===== src/rtl/tow_match_core.sv =====
// Tug-of-war match core: rope position display, round scoring, win blink
// and match termination for two debounced pushbuttons.
//
// state       | meaning
// ------------|-------------------------------------------------------------
// S_BLANK     | display dark for START_DLY cycles, pushes ignored
// S_PLAY      | rope live, one-hot position shown, pushes move the rope
// S_ROUND_WIN | winner side blinks for WIN_HOLD cycles, score already bumped
// S_MATCH     | match decided, winner side blinks until reset
module tow_match_core #(
  parameter int NUM_LEDS    = 7,
  parameter int WIN_ROUNDS  = 3,
  parameter int SCORE_W     = 2,
  parameter int START_DLY   = 4,
  parameter int WIN_HOLD    = 16,
  parameter int BLINK_CYC   = 2,
  parameter int FAVOR_LOSER = 1
) (
  input  logic                clk,
  input  logic                rst,
  input  logic                pbl,
  input  logic                pbr,
  output logic [NUM_LEDS-1:0] leds_out,
  output logic [SCORE_W-1:0]  score_l,
  output logic [SCORE_W-1:0]  score_r,
  output logic                match_over,
  output logic                winner
);

  localparam int C       = (NUM_LEDS - 1) / 2;
  localparam int POS_W   = $clog2(NUM_LEDS);
  localparam int DLY_MAX = (START_DLY > WIN_HOLD) ? START_DLY : WIN_HOLD;
  localparam int CNT_W   = $clog2(DLY_MAX + 1);
  localparam int BLK_W   = $clog2(BLINK_CYC + 1);

  localparam logic [POS_W-1:0]    POS_C   = POS_W'(C);
  localparam logic [POS_W-1:0]    POS_MAX = POS_W'(NUM_LEDS - 1);
  localparam logic [SCORE_W-1:0]  SC_WIN  = SCORE_W'(WIN_ROUNDS);
  localparam logic [NUM_LEDS-1:0] PAT_R   = NUM_LEDS'((1 << C) - 1);
  localparam logic [NUM_LEDS-1:0] PAT_L   = ~(PAT_R | (NUM_LEDS'(1) << C));

  typedef enum logic [1:0] {S_BLANK, S_PLAY, S_ROUND_WIN, S_MATCH} state_t;

  state_t             state;
  logic [CNT_W-1:0]   cnt;
  logic [POS_W-1:0]   pos;
  logic [POS_W-1:0]   pos_l;
  logic [POS_W-1:0]   pos_r;
  logic               pbl_q;
  logic               pbr_q;
  logic               push_l;
  logic               push_r;
  logic               rnd_left;
  logic               blink_on;
  logic [BLK_W-1:0]   blink_cnt;
  logic [NUM_LEDS-1:0] win_pat;

  assign push_l  = pbl & ~pbl_q;
  assign push_r  = pbr & ~pbr_q;
  assign win_pat = rnd_left ? PAT_L : PAT_R;

  // Next rope position for a single push; the trailing side jumps two, capped at centre.
  always_comb begin
    pos_l = pos + POS_W'(1);
    pos_r = pos - POS_W'(1);
    if (FAVOR_LOSER != 0 && pos < POS_C) begin
      pos_l = (pos + POS_W'(2) > POS_C) ? POS_C : pos + POS_W'(2);
    end
    if (FAVOR_LOSER != 0 && pos > POS_C) begin
      pos_r = (pos - POS_W'(2) < POS_C) ? POS_C : pos - POS_W'(2);
    end
  end

  // Blink phase: parked "on" during play so every win display starts lit.
  always_ff @(posedge clk) begin
    if (!rst) begin
      blink_on  <= 1'b1;
      blink_cnt <= '0;
    end else if (state == S_ROUND_WIN || state == S_MATCH) begin
      if (blink_cnt == BLK_W'(BLINK_CYC - 1)) begin
        blink_cnt <= '0;
        blink_on  <= ~blink_on;
      end else begin
        blink_cnt <= blink_cnt + BLK_W'(1);
      end
    end else begin
      blink_on  <= 1'b1;
      blink_cnt <= '0;
    end
  end

  // Game FSM with edge detection, scoring and registered display.
  always_ff @(posedge clk) begin
    if (!rst) begin
      state      <= S_BLANK;
      cnt        <= '0;
      pos        <= POS_C;
      score_l    <= '0;
      score_r    <= '0;
      match_over <= 1'b0;
      winner     <= 1'b0;
      leds_out   <= '0;
      pbl_q      <= 1'b0;
      pbr_q      <= 1'b0;
      rnd_left   <= 1'b0;
    end else begin
      pbl_q <= pbl;
      pbr_q <= pbr;
      case (state)
        S_BLANK: begin
          leds_out <= '0;
          if (cnt == CNT_W'(START_DLY - 1)) begin
            state <= S_PLAY;
            pos   <= POS_C;
            cnt   <= '0;
          end else begin
            cnt <= cnt + CNT_W'(1);
          end
        end
        S_PLAY: begin
          leds_out <= NUM_LEDS'(1) << pos;
          if (push_l && !push_r) begin
            if (pos == POS_MAX) begin
              state    <= S_ROUND_WIN;
              cnt      <= '0;
              rnd_left <= 1'b1;
              if (score_l != SC_WIN) score_l <= score_l + SCORE_W'(1);
            end else begin
              pos <= pos_l;
            end
          end else if (push_r && !push_l) begin
            if (pos == '0) begin
              state    <= S_ROUND_WIN;
              cnt      <= '0;
              rnd_left <= 1'b0;
              if (score_r != SC_WIN) score_r <= score_r + SCORE_W'(1);
            end else begin
              pos <= pos_r;
            end
          end
        end
        S_ROUND_WIN: begin
          leds_out <= blink_on ? win_pat : '0;
          if (cnt == CNT_W'(WIN_HOLD - 1)) begin
            cnt <= '0;
            if ((rnd_left ? score_l : score_r) == SC_WIN) begin
              state      <= S_MATCH;
              match_over <= 1'b1;
              winner     <= rnd_left;
            end else begin
              state <= S_BLANK;
            end
          end else begin
            cnt <= cnt + CNT_W'(1);
          end
        end
        S_MATCH: begin
          leds_out <= blink_on ? win_pat : '0;
        end
        default: begin
          state <= S_BLANK;
          cnt   <= '0;
        end
      endcase
    end
  end

endmodule

===== config.mk =====
export PLATFORM = sky130hd
export DESIGN_NAME = tow_match_core
export DESIGN_NICKNAME = d
export VERILOG_FILES = /design/src/rtl/tow_match_core.sv
export SDC_FILE = /design/constraint.sdc
export NUM_CORES = 1
export LEC_CHECK = 0
export BUFFER_PORTS_ARGS = -buffer_cell sky130_fd_sc_hd__buf_2
export CAP_MARGIN = 0
export CORE_UTILIZATION = 30
export DETAILED_ROUTE_END_ITERATION = 8
export REMOVE_ABC_BUFFERS = 1
export SLEW_MARGIN = 20
export SYNTH_ARGS = -nofsm -noshare
export SYNTH_HDL_FRONTEND = slang
export SYNTH_SLANG_ARGS = --single-unit

===== constraint.sdc =====
create_clock -name clk -period 2.74 [get_ports clk]
set_input_delay 0.548 -clock clk [delete_from_list [all_inputs] [get_ports clk]]
set_output_delay 0.548 -clock clk [all_outputs]
set_load 0.01 [all_outputs]

==> impl_metrics.json, run 1 <==
{
  "holdBufCountCts": 0,
  "dpl_cell_area_um2": 1920,
  "endpoint": "state[0]$_SDFFE_PN0P_",
  "die_x_um": 78.5,
  "start_util": 0.315,
  "reg2reg_to": "state[0]$_SDFFE_PN0P_",
  "rr_worst_depth": 6,
  "cts_tree": "built",
  "crit_slowest_cell": "or3b_4",
  "vias": 1457,
  "placed_cells": 276,
  "vias_per_cell": 5.13,
  "syn2layout_area_growth_pct": 14.0,
  "nNetsFinal": 237,
  "drv_cap": 0,
  "r2r_slack_ps": 550,
  "worstSetupPathType": "reg2reg",
  "coreArea_um2": 5570,
  "finalNonFillerCells": 284,
  "timing.fmax_ghz": 0.457,
  "gp_congestion": 0.785,
  "synth-seq-area-share": 0.330,
  "synth_top_area_frac": 0.330,
  "crit_fanout": 6,
  "status": "complete, no violations",
  "drcViolationCount": 0,
  "root_buffer": "clkbuf_8",
  "antenna_found_initial": 0,
  "drive_above_1_share": 0.160,
  "ant_nets": 0,
  "dp_hpwl_mm": 2.72,
  "grt_pass1_wl_mm": 6.55,
  "synthesis.area_um2": 1760,
  "fin_area_um2": 2000,
  "slew_headroom": 0.594,
  "clock_latency_ps": 290,
  "crit_path_end_kind": "flop",
  "ctsHtreeMaxLevel": 2,
  "synth_flop_cell": "dfxtp_1",
  "cts_sinks": 29,
  "grt_use_total": 0.136,
  "clk_path_buf_depth": 2,
  "finalMaxSlewViolations": 0,
  "yosysWarnings": 0,
  "synthCells": 193,
  "worstPathRequired_ps": 2960,
  "path_cells": "inv_1 -> ha_1 -> or3b_4 -> a21o_4 -> a2111oi_4 -> mux2i_1",
  "async_reset_ff_frac": 0,
  "startpoint": "pos[1]$_SDFFE_PN1P_",
  "gr-total-overflow": 0,
  "critPathMaxStageDelay_ps": 430,
  "hp-class": "reg2reg",
  "die_h_um": 78.5,
  "port_buffers": 16,
  "setup_viol": 0,
  "tightest_slew_ps": 609,
  "crit_arrival_ps": 2410,
  "numCtsBuffers": 5,
  "die_area_um2": 6170,
  "syn_area_per_cell_um2": 9.10,
  "synthDistinctLibCells": 47,
  "power_density_nw_per_um2": 605,
  "cts-resized-gates": 0,
  "post-place-ws_ps": 364,
  "grt_pass1_vias": 1445,
  "fin_crit_sh": 0.799,
  "yosys.area.top_type": "dfxtp_1",
  "path_clk_slew_ps": 70,
  "worst_setup_path_start_kind": "flop",
  "grt_max_degree": 22,
  "ir_drop_mv": 0.189,
  "total_leakage_power_nw": 0.846,
  "ys_top_cells_by_area": "dfxtp_1 33%, ha_1 16%, a21oi_1 4.6%",
  "boundaryPins": 17,
  "wl_per_cell_um": 13.0,
  "dr.pass1.iters": 4,
  "setup-tns-final_ps": 0,
  "r2r-start": "pos[1]$_SDFFE_PN1P_",
  "cts_setup_buffers": 0,
  "post-route-min-period_ps": 2190,
  "ys_ff_latch": 29,
  "finalWirelength_mm": 3.70,
  "fin_ws_ps": 550,
  "synth_edf_count": 0,
  "core.rowCount": 27,
  "rsz0062_at_grt": "false",
  "drt_iter0_drc": 48,
  "fin_skew_ps": 5.64,
  "hold_viol_final": 0,
  "diodes": 0
}
## kinds of logic after synthesis
family	count (synthesis)	synth area share
fa+ha+maj	22	0.157
compound gates	51	0.217
simple gates	59	0.189
xor+xnor	3	0.0150
flops	29	0.330
mux	8	0.0463
buf+inv	21	0.0449
## synthesized netlist by cell type (2+ instances only)
cell type  instances
a211oi_1           2
a21boi_0           3
a21oi_1           16
a221oi_1           2
and2_1             3
clkbuf_1           6
dfxtp_1           29
ha_1              22
inv_1             13
mux2i_1            7
nand2_1           10
nand2b_1           8
nand3_1            9
nand3b_1           2
nor2_1             9
nor2b_1            3
nor3_1             4
nor3b_1            3
o211a_1            3
o211ai_1           4
o21ai_0            5
o22ai_1            2
o32ai_1            2
xnor2_1            3
## worst min path at each step
stage / start / to / slack [ps] / cells past startpoint
floorplan: blink_cnt[0]$_SDFF_PP0_ / blink_cnt[0]$_SDFF_PP0_ / 400 / 1
global placement: blink_cnt[0]$_SDFF_PP0_ / blink_cnt[0]$_SDFF_PP0_ / 420 / 1
detailed placement: blink_cnt[0]$_SDFF_PP0_ / blink_cnt[0]$_SDFF_PP0_ / 420 / 1
CTS: blink_cnt[0]$_SDFF_PP0_ / blink_cnt[0]$_SDFF_PP0_ / 430 / 1
global route: blink_cnt[0]$_SDFF_PP0_ / blink_cnt[0]$_SDFF_PP0_ / 460 / 1
finish: blink_cnt[0]$_SDFF_PP0_ / blink_cnt[0]$_SDFF_PP0_ / 420 / 1
## metrics by stage
stage,hold WS [ps],power (W),utilization
final,424,0.00121,0.359
after global routing,458,0.00129,0.359
after CTS,425,0.00122,0.359
after floorplan,404,0.000780,-
after global placement,418,0.000869,0.344
after detailed placement,417,0.000872,0.344
## power breakdown
| group | leakage [nW] | internal (W) | switching [W] |
|---|---|---|---|
| sequential | 0.235 | 0.000454 | 0.0000301 |
| clock | 0.0439 | 0.000175 | 0.000173 |
| combinational | 0.568 | 0.000161 | 0.000218 |
## cell type report
| type | instances | area [um^2] |
|---|---|---|
| Clock buffer | 5 | 68.8 |
| Clock inverter | 3 | 17.5 |
| Fill cell | 566 | 3570 |
| Inverter | 14 | 52.6 |
| Multi-Input combinational cell | 143 | 1100 |
| Sequential cell | 29 | 581 |
| Tap cell | 72 | 90.1 |
| Timing Repair Buffer | 18 | 95.1 |
## critical path, delay by kind of cell (launching register included)
kind | cells | cell delay (ps)
AND/OR/NAND/NOR | 1 | 430
buffers and inverters | 1 | 180
flip-flops | 1 | 370
multiplexers | 1 | 230
AO/OA/AOI/OAI | 2 | 650
adder cells (fa/ha/maj) | 1 | 260
## cell usage in the layout, fill, tap and decap left out, types with 2 or more instances in the layout
cell and instances:
dfxtp_1 29, inv_1 13, nand2_1 10, nor3b_1 3
nand2b_1 8, buf_4 2, nor3_1 4, o211a_1 3
nor2_1 9, a21oi_1 16, clkbuf_8 5, xnor2_1 3
nand3_1 9, a21boi_0 3, a221oi_1 2, mux2i_1 7
o211ai_1 4, buf_2 16, o21ai_0 5, clkinv_2 2
nand3b_1 2, o22ai_1 2, nor2b_1 3, o32ai_1 2
ha_1 22, a211oi_1 2, and2_1 3
## registers in the layout, indices dropped and copies added (netlist names)
signal,cells
cnt,5
score_r,2
pos,3
winner,1
match_over,1
pbl_q,1
score_l,2
state,2
blink_cnt,2
pbr_q,1
rnd_left,1
leds_out,7
blink_on,1
## layer usage
metal / global-route usage / part of all wire / wire length [um] / up-vias
li1: - / - / - / 733
met1: 0.157 / 0.46 / 1700 / 692
met2: 0.230 / 0.48 / 1780 / 25
met3: 0.0349 / 0.040 / 148 / 7
met4: 0.0685 / 0.018 / 66 / 0
met5: 0 / 0 / 0 / -
Note: power is estimated with default switching activity, not from simulation.
==> run 2: changes to the inputs <==
==> constraint.sdc (replaced) <==
create_clock -name clk -period 2 [get_ports clk]
set_input_delay 0.4 -clock clk [delete_from_list [all_inputs] [get_ports clk]]
set_output_delay 0.4 -clock clk [all_outputs]
set_load 0.01 [all_outputs]
==> run 2 against run 1 <==
Non-clock buffer count grew 18. Fmax grew 15%. Clock skew shrank 2.5 ps. Largest cell class unchanged. Setup slack lost 460 ps. Register-to-register slack lost 460 ps. Largest power group unchanged. First-iteration DRC count grew 8.3%. Utilization grew 3.8 points. Wire length grew 3.9%.
==> impl_metrics.json, run 2 (synthesis gave the netlist of run 1 again) <==
{
  "status": "complete, no violations",
  "crit_fanout": 3,
  "diodes": 0,
  "fin_skew_ps": 3.12,
  "crit_arrival_ps": 2130,
  "cts_sinks": 29,
  "dr.pass1.iters": 4,
  "slew_headroom": 0.684,
  "hold_viol_final": 0,
  "clk_path_buf_depth": 2,
  "vias": 1500,
  "grt_use_total": 0.139,
  "port_buffers": 16,
  "top_register": "leds_out",
  "placed_cells": 294,
  "crit_path_end_kind": "flop",
  "ctsHtreeMaxLevel": 2,
  "syn2layout_area_growth_pct": 26.1,
  "wl_per_cell_um": 12.7,
  "die_area_um2": 6170,
  "tightest_slew_ps": 472,
  "min_path_cells": 2,
  "path_clk_slew_ps": 60,
  "nNetsFinal": 255,
  "min_to": "pbr_q$_SDFF_PN0_",
  "finalNonFillerCells": 302,
  "grt_max_degree": 22,
  "timing.fmax_ghz": 0.523,
  "ant_nets": 0,
  "fin_crit_sh": 0.956,
  "core.rowCount": 27,
  "coreArea_um2": 5570,
  "die_h_um": 78.5,
  "total_leakage_power_nw": 0.948,
  "holdBufCountCts": 0,
  "start_util": 0.315,
  "fin_util": 0.397,
  "root_buffer": "clkbuf_8",
  "finalWirelength_mm": 3.84,
  "antenna_found_initial": 0,
  "cts_tree": "built",
  "worst_setup_path_start_kind": "flop",
  "die_x_um": 78.5,
  "dp_hpwl_mm": 2.90,
  "clock_latency_ps": 280,
  "boundaryPins": 17,
  "grt_pass1_wl_mm": 6.57,
  "ir_drop_mv": 0.240,
  "worstSetupPathType": "reg2reg",
  "dpl_cell_area_um2": 2050,
  "fin_ws_ps": 88.5,
  "layout_common_cells": "29 x dfxtp_1, 19 x ha_1, 19 x buf_4, 16 x buf_2, 15 x a21oi_1",
  "hold_path.startpoint": "pbr",
  "drcViolationCount": 0,
  "numCtsBuffers": 5,
  "power_density_nw_per_um2": 866,
  "rr_worst_depth": 6,
  "fin_area_um2": 2210,
  "setup_viol": 0,
  "r2r_slack_ps": 90,
  "worstPathRequired_ps": 2210,
  "power.total_w": 0.00192,
  "drive_above_1_share": 0.265,
  "vias_per_cell": 4.97,
  "final_common_cell": "dfxtp_1",
  "drv_cap": 0,
  "largest_reg_flops": 7,
  "rsz0062_at_grt": "false",
  "r2r-start": "pbr_q$_SDFF_PN0_",
  "drt_iter0_drc": 52,
  "biggestRegsByFlops": "leds_out x7, cnt x5, pos x3",
  "finalMaxSlewViolations": 0,
  "post-place-ws_ps": -178,
  "hp-class": "in2reg",
  "gp_congestion": 0.810,
  "reg2reg_to": "state[1]$_SDFFE_PN0P_",
  "gr-total-overflow": 0,
  "grt_pass1_vias": 1448,
  "post-route-min-period_ps": 1910
}
## run 2: cell types whose count changed in the layout (fill, tap and decap cells not counted), moves of 2 or more
cell      before  now
clkinv_2       2    0
buf_4          2   19
ha_1          22   19
ha_2           0    3
## run 2: worst max-delay path, stage by stage, from the launching register on
cell       delay, ps
dfxtp_1          300
nand2b_1         150
ha_2             190
or3b_4           380
a21o_4           240
a2111oi_4        350
mux2i_1          230
## run 2: area by class of cell
class	instances	area (um^2)
Sequential cell	29	581
Inverter	14	52.6
Fill cell	573	3360
Timing Repair Buffer	36	234
Multi-Input combinational cell	143	1140
Clock inverter	1	30.0
Clock buffer	7	86.3
Tap cell	72	90.1
## run 2: where the power goes
group / switching, W / internal, W
combinational: 0.000328 / 0.000297
sequential: 0.0000389 / 0.000622
clock: 0.000227 / 0.000406
total: 0.000593 / 0.00132
## run 2: layer usage
metal  part of all wire  track usage  up-vias
met5                  0            0        -
met4              0.016       0.0722        0
met2               0.48        0.225       18
met3              0.033       0.0419        8
met1               0.47        0.163      706
li1                   -            -      768
## run 2: how the worst max path moves through the flow
stage	from	end	slack [ps]
after floorplan	pbl	state[0]$_SDFFE_PN0P_	-170
after global placement	pbl	state[1]$_SDFFE_PN0P_	-140
after detailed placement	pbl	state[1]$_SDFFE_PN0P_	-180
after CTS	pbl_q$_SDFF_PN0_	state[1]$_SDFFE_PN0P_	9
after global routing	pbl_q$_SDFF_PN0_	cnt[1]$_SDFFE_PN0P_	20
final	pbr_q$_SDFF_PN0_	state[1]$_SDFFE_PN0P_	90
## run 2: timing repair
| action | 4_1_cts | 5_1_grt |
|---|---|---|
| buffers inserted | 0 | 1 |
| setup endpoints to repair | 2 | 8 |
| pin swaps | 0 | 6 |
| gates resized for setup | 1 | 10 |
## run 2: stage by stage
step	hold WS (ps)	setup TNS, ps
2_1_floorplan	404	-391
3_3_place_gp	412	-804
3_5_place_dp	423	-977
4_1_cts	330	0
5_1_grt	332	0
6_report	328	0
==> run 3: changes to the inputs <==
--- a/config.mk
+++ b/config.mk
@@ -9,6 +9,7 @@
 export CAP_MARGIN = 0
 export CORE_UTILIZATION = 30
 export DETAILED_ROUTE_END_ITERATION = 8
+export PLACE_DENSITY = 0.54
 export REMOVE_ABC_BUFFERS = 1
 export SLEW_MARGIN = 20
 export SYNTH_ARGS = -nofsm -noshare
==> run 3 against run 2 <==
Power is 0.40% higher. Critical path depth is the same. Fmax grew 0.47%. Wire length is 3.1% higher. Combinational power is 2% higher. Critical path type unchanged. Largest power group unchanged. Highest routed layer unchanged.
==> impl_metrics.json, run 3 (synthesis gave the netlist of run 1 again) <==
{
  "status": "complete, no violations",
  "min_path_cells": 2,
  "grt_pass1_wl_mm": 6.92,
  "syn2layout_area_growth_pct": 26.3,
  "r2r_slack_ps": 100,
  "drive_above_1_share": 0.258,
  "top_register": "leds_out",
  "crit_buf_inv": 1,
  "die_x_um": 78.5,
  "drt_iter0_drc": 38,
  "grt_max_degree": 22,
  "path_cells": "inv_1 -> ha_1 -> or3b_4 -> a21o_4 -> a2111oi_4 -> mux2i_1",
  "clk_path_buf_depth": 2,
  "ir_drop_mv": 0.313,
  "path_clk_slew_ps": 60,
  "setup-tns-final_ps": 0,
  "boundaryPins": 17,
  "critPathMaxStageDelay_ps": 410,
  "coreArea_um2": 5570,
  "hp-class": "in2reg",
  "wl_per_cell_um": 13.0,
  "drcViolationCount": 0,
  "biggestRegsByFlops": "leds_out x7, cnt x5, pos x3",
  "setup_viol": 0,
  "power.total_w": 0.00193,
  "post-route-min-period_ps": 1900,
  "clock_latency_ps": 280,
  "total_leakage_power_nw": 0.964,
  "fillCellCount": 582,
  "fin_skew_ps": 3.12,
  "worstPathRequired_ps": 2210,
  "largest_reg_flops": 7,
  "die_area_um2": 6170,
  "ctsHtreeMaxLevel": 2,
  "slew_headroom": 0.698,
  "rr_worst_depth": 6,
  "finalWirelength_mm": 3.96,
  "worst_setup_path_start_kind": "flop",
  "fin_area_um2": 2220,
  "ant_nets": 0,
  "hold_viol_final": 0,
  "fin_util": 0.398,
  "crit_fanout": 3,
  "grt_use_total": 0.142,
  "cts_tree": "built",
  "crit_arrival_ps": 2110,
  "drv_cap": 0,
  "final_common_cell": "dfxtp_1",
  "grt_pass1_vias": 1517,
  "gp_congestion": 0.763,
  "nNetsFinal": 258,
  "numCtsBuffers": 5,
  "dpl_cell_area_um2": 2070,
  "start_util": 0.315,
  "diodes": 0,
  "crit_path_end_kind": "flop",
  "dp_hpwl_mm": 3.01,
  "crit_slowest_cell": "or3b_4",
  "rsz0062_at_grt": "false",
  "fin_crit_sh": 0.951,
  "antenna_found_initial": 0,
  "vias_per_cell": 4.92,
  "dr.pass1.iters": 4,
  "path_depth": 6,
  "power_density_nw_per_um2": 868,
  "finalMaxSlewViolations": 0,
  "port_buffers": 16,
  "tightest_slew_ps": 452,
  "worstSetupPathType": "reg2reg",
  "vias": 1501,
  "root_buffer": "clkbuf_8",
  "cts_sinks": 29,
  "die_h_um": 78.5,
  "timing.fmax_ghz": 0.526,
  "layout_common_cells": "29 x dfxtp_1, 22 x buf_4, 21 x ha_1, 16 x buf_2, 15 x a21oi_1",
  "gr-total-overflow": 0,
  "core.rowCount": 27,
  "cp_top_family": "compound AO/OA/AOI/OAI gates"
}
-- run 3: cell count changes in the layout (fill, tap and decap cells not counted) --
cell / delta
a221oi_1: +1
a221oi_2: -1
buf_4: +3
ha_1: +2
ha_2: -2
nand2b_1: +1
nand2b_4: -1
-- run 3: what timing repair did --
action	4_1_cts	5_1_grt
hold buffers	0	0
pin swaps	1	4
buffers inserted	0	1
setup endpoints to repair	1	9
resized for setup	1	6
-- run 3: area by class of cell --
class / instances / area (um^2) / share of cell area
multi-input cells: 143 / 1120 / 0.506
flip-flops and latches: 29 / 581 / 0.262
repair buffers: 39 / 256 / 0.116
well taps: 72 / 90.1 / 0.0406
clock buffers: 7 / 86.3 / 0.0389
inverters: 14 / 52.6 / 0.0237
clock inverters: 1 / 30.0 / 0.0135
-- run 3: through the flow --
step | hold slack [ps] | setup slack (ps) | cells
4_1_cts | 339 | 13.5 | 304
3_5_place_dp | 439 | -186 | 296
6_report | 340 | 97.4 | 305
2_1_floorplan | 404 | -171 | 186
5_1_grt | 333 | 1.05 | 305
3_3_place_gp | 414 | -127 | 296
-- run 3: worst paths after layout --
kind	start	endpoint
worst max register to register	pos[0]$_SDFFE_PN1P_	state[0]$_SDFFE_PN0P_
worst min register to register	blink_cnt[0]$_SDFF_PP0_	blink_cnt[0]$_SDFF_PP0_
worst max-delay path	pos[0]$_SDFFE_PN1P_	state[0]$_SDFFE_PN0P_
worst min-delay path	pbl	pbl_q$_SDFF_PN0_
-- run 3: where the power goes --
group          total [W]  leakage [nW]  internal (W)  switching [W]
Sequential      0.000660         0.235      0.000622      0.0000380
Clock           0.000631        0.0585      0.000406       0.000225
Combinational   0.000635         0.671      0.000306       0.000330
-- run 3: layer usage --
metal	track usage	wire, um
met1	0.168	1870
met2	0.245	1930
met3	0.0407	112
met4	0.0463	43
met5	0	0
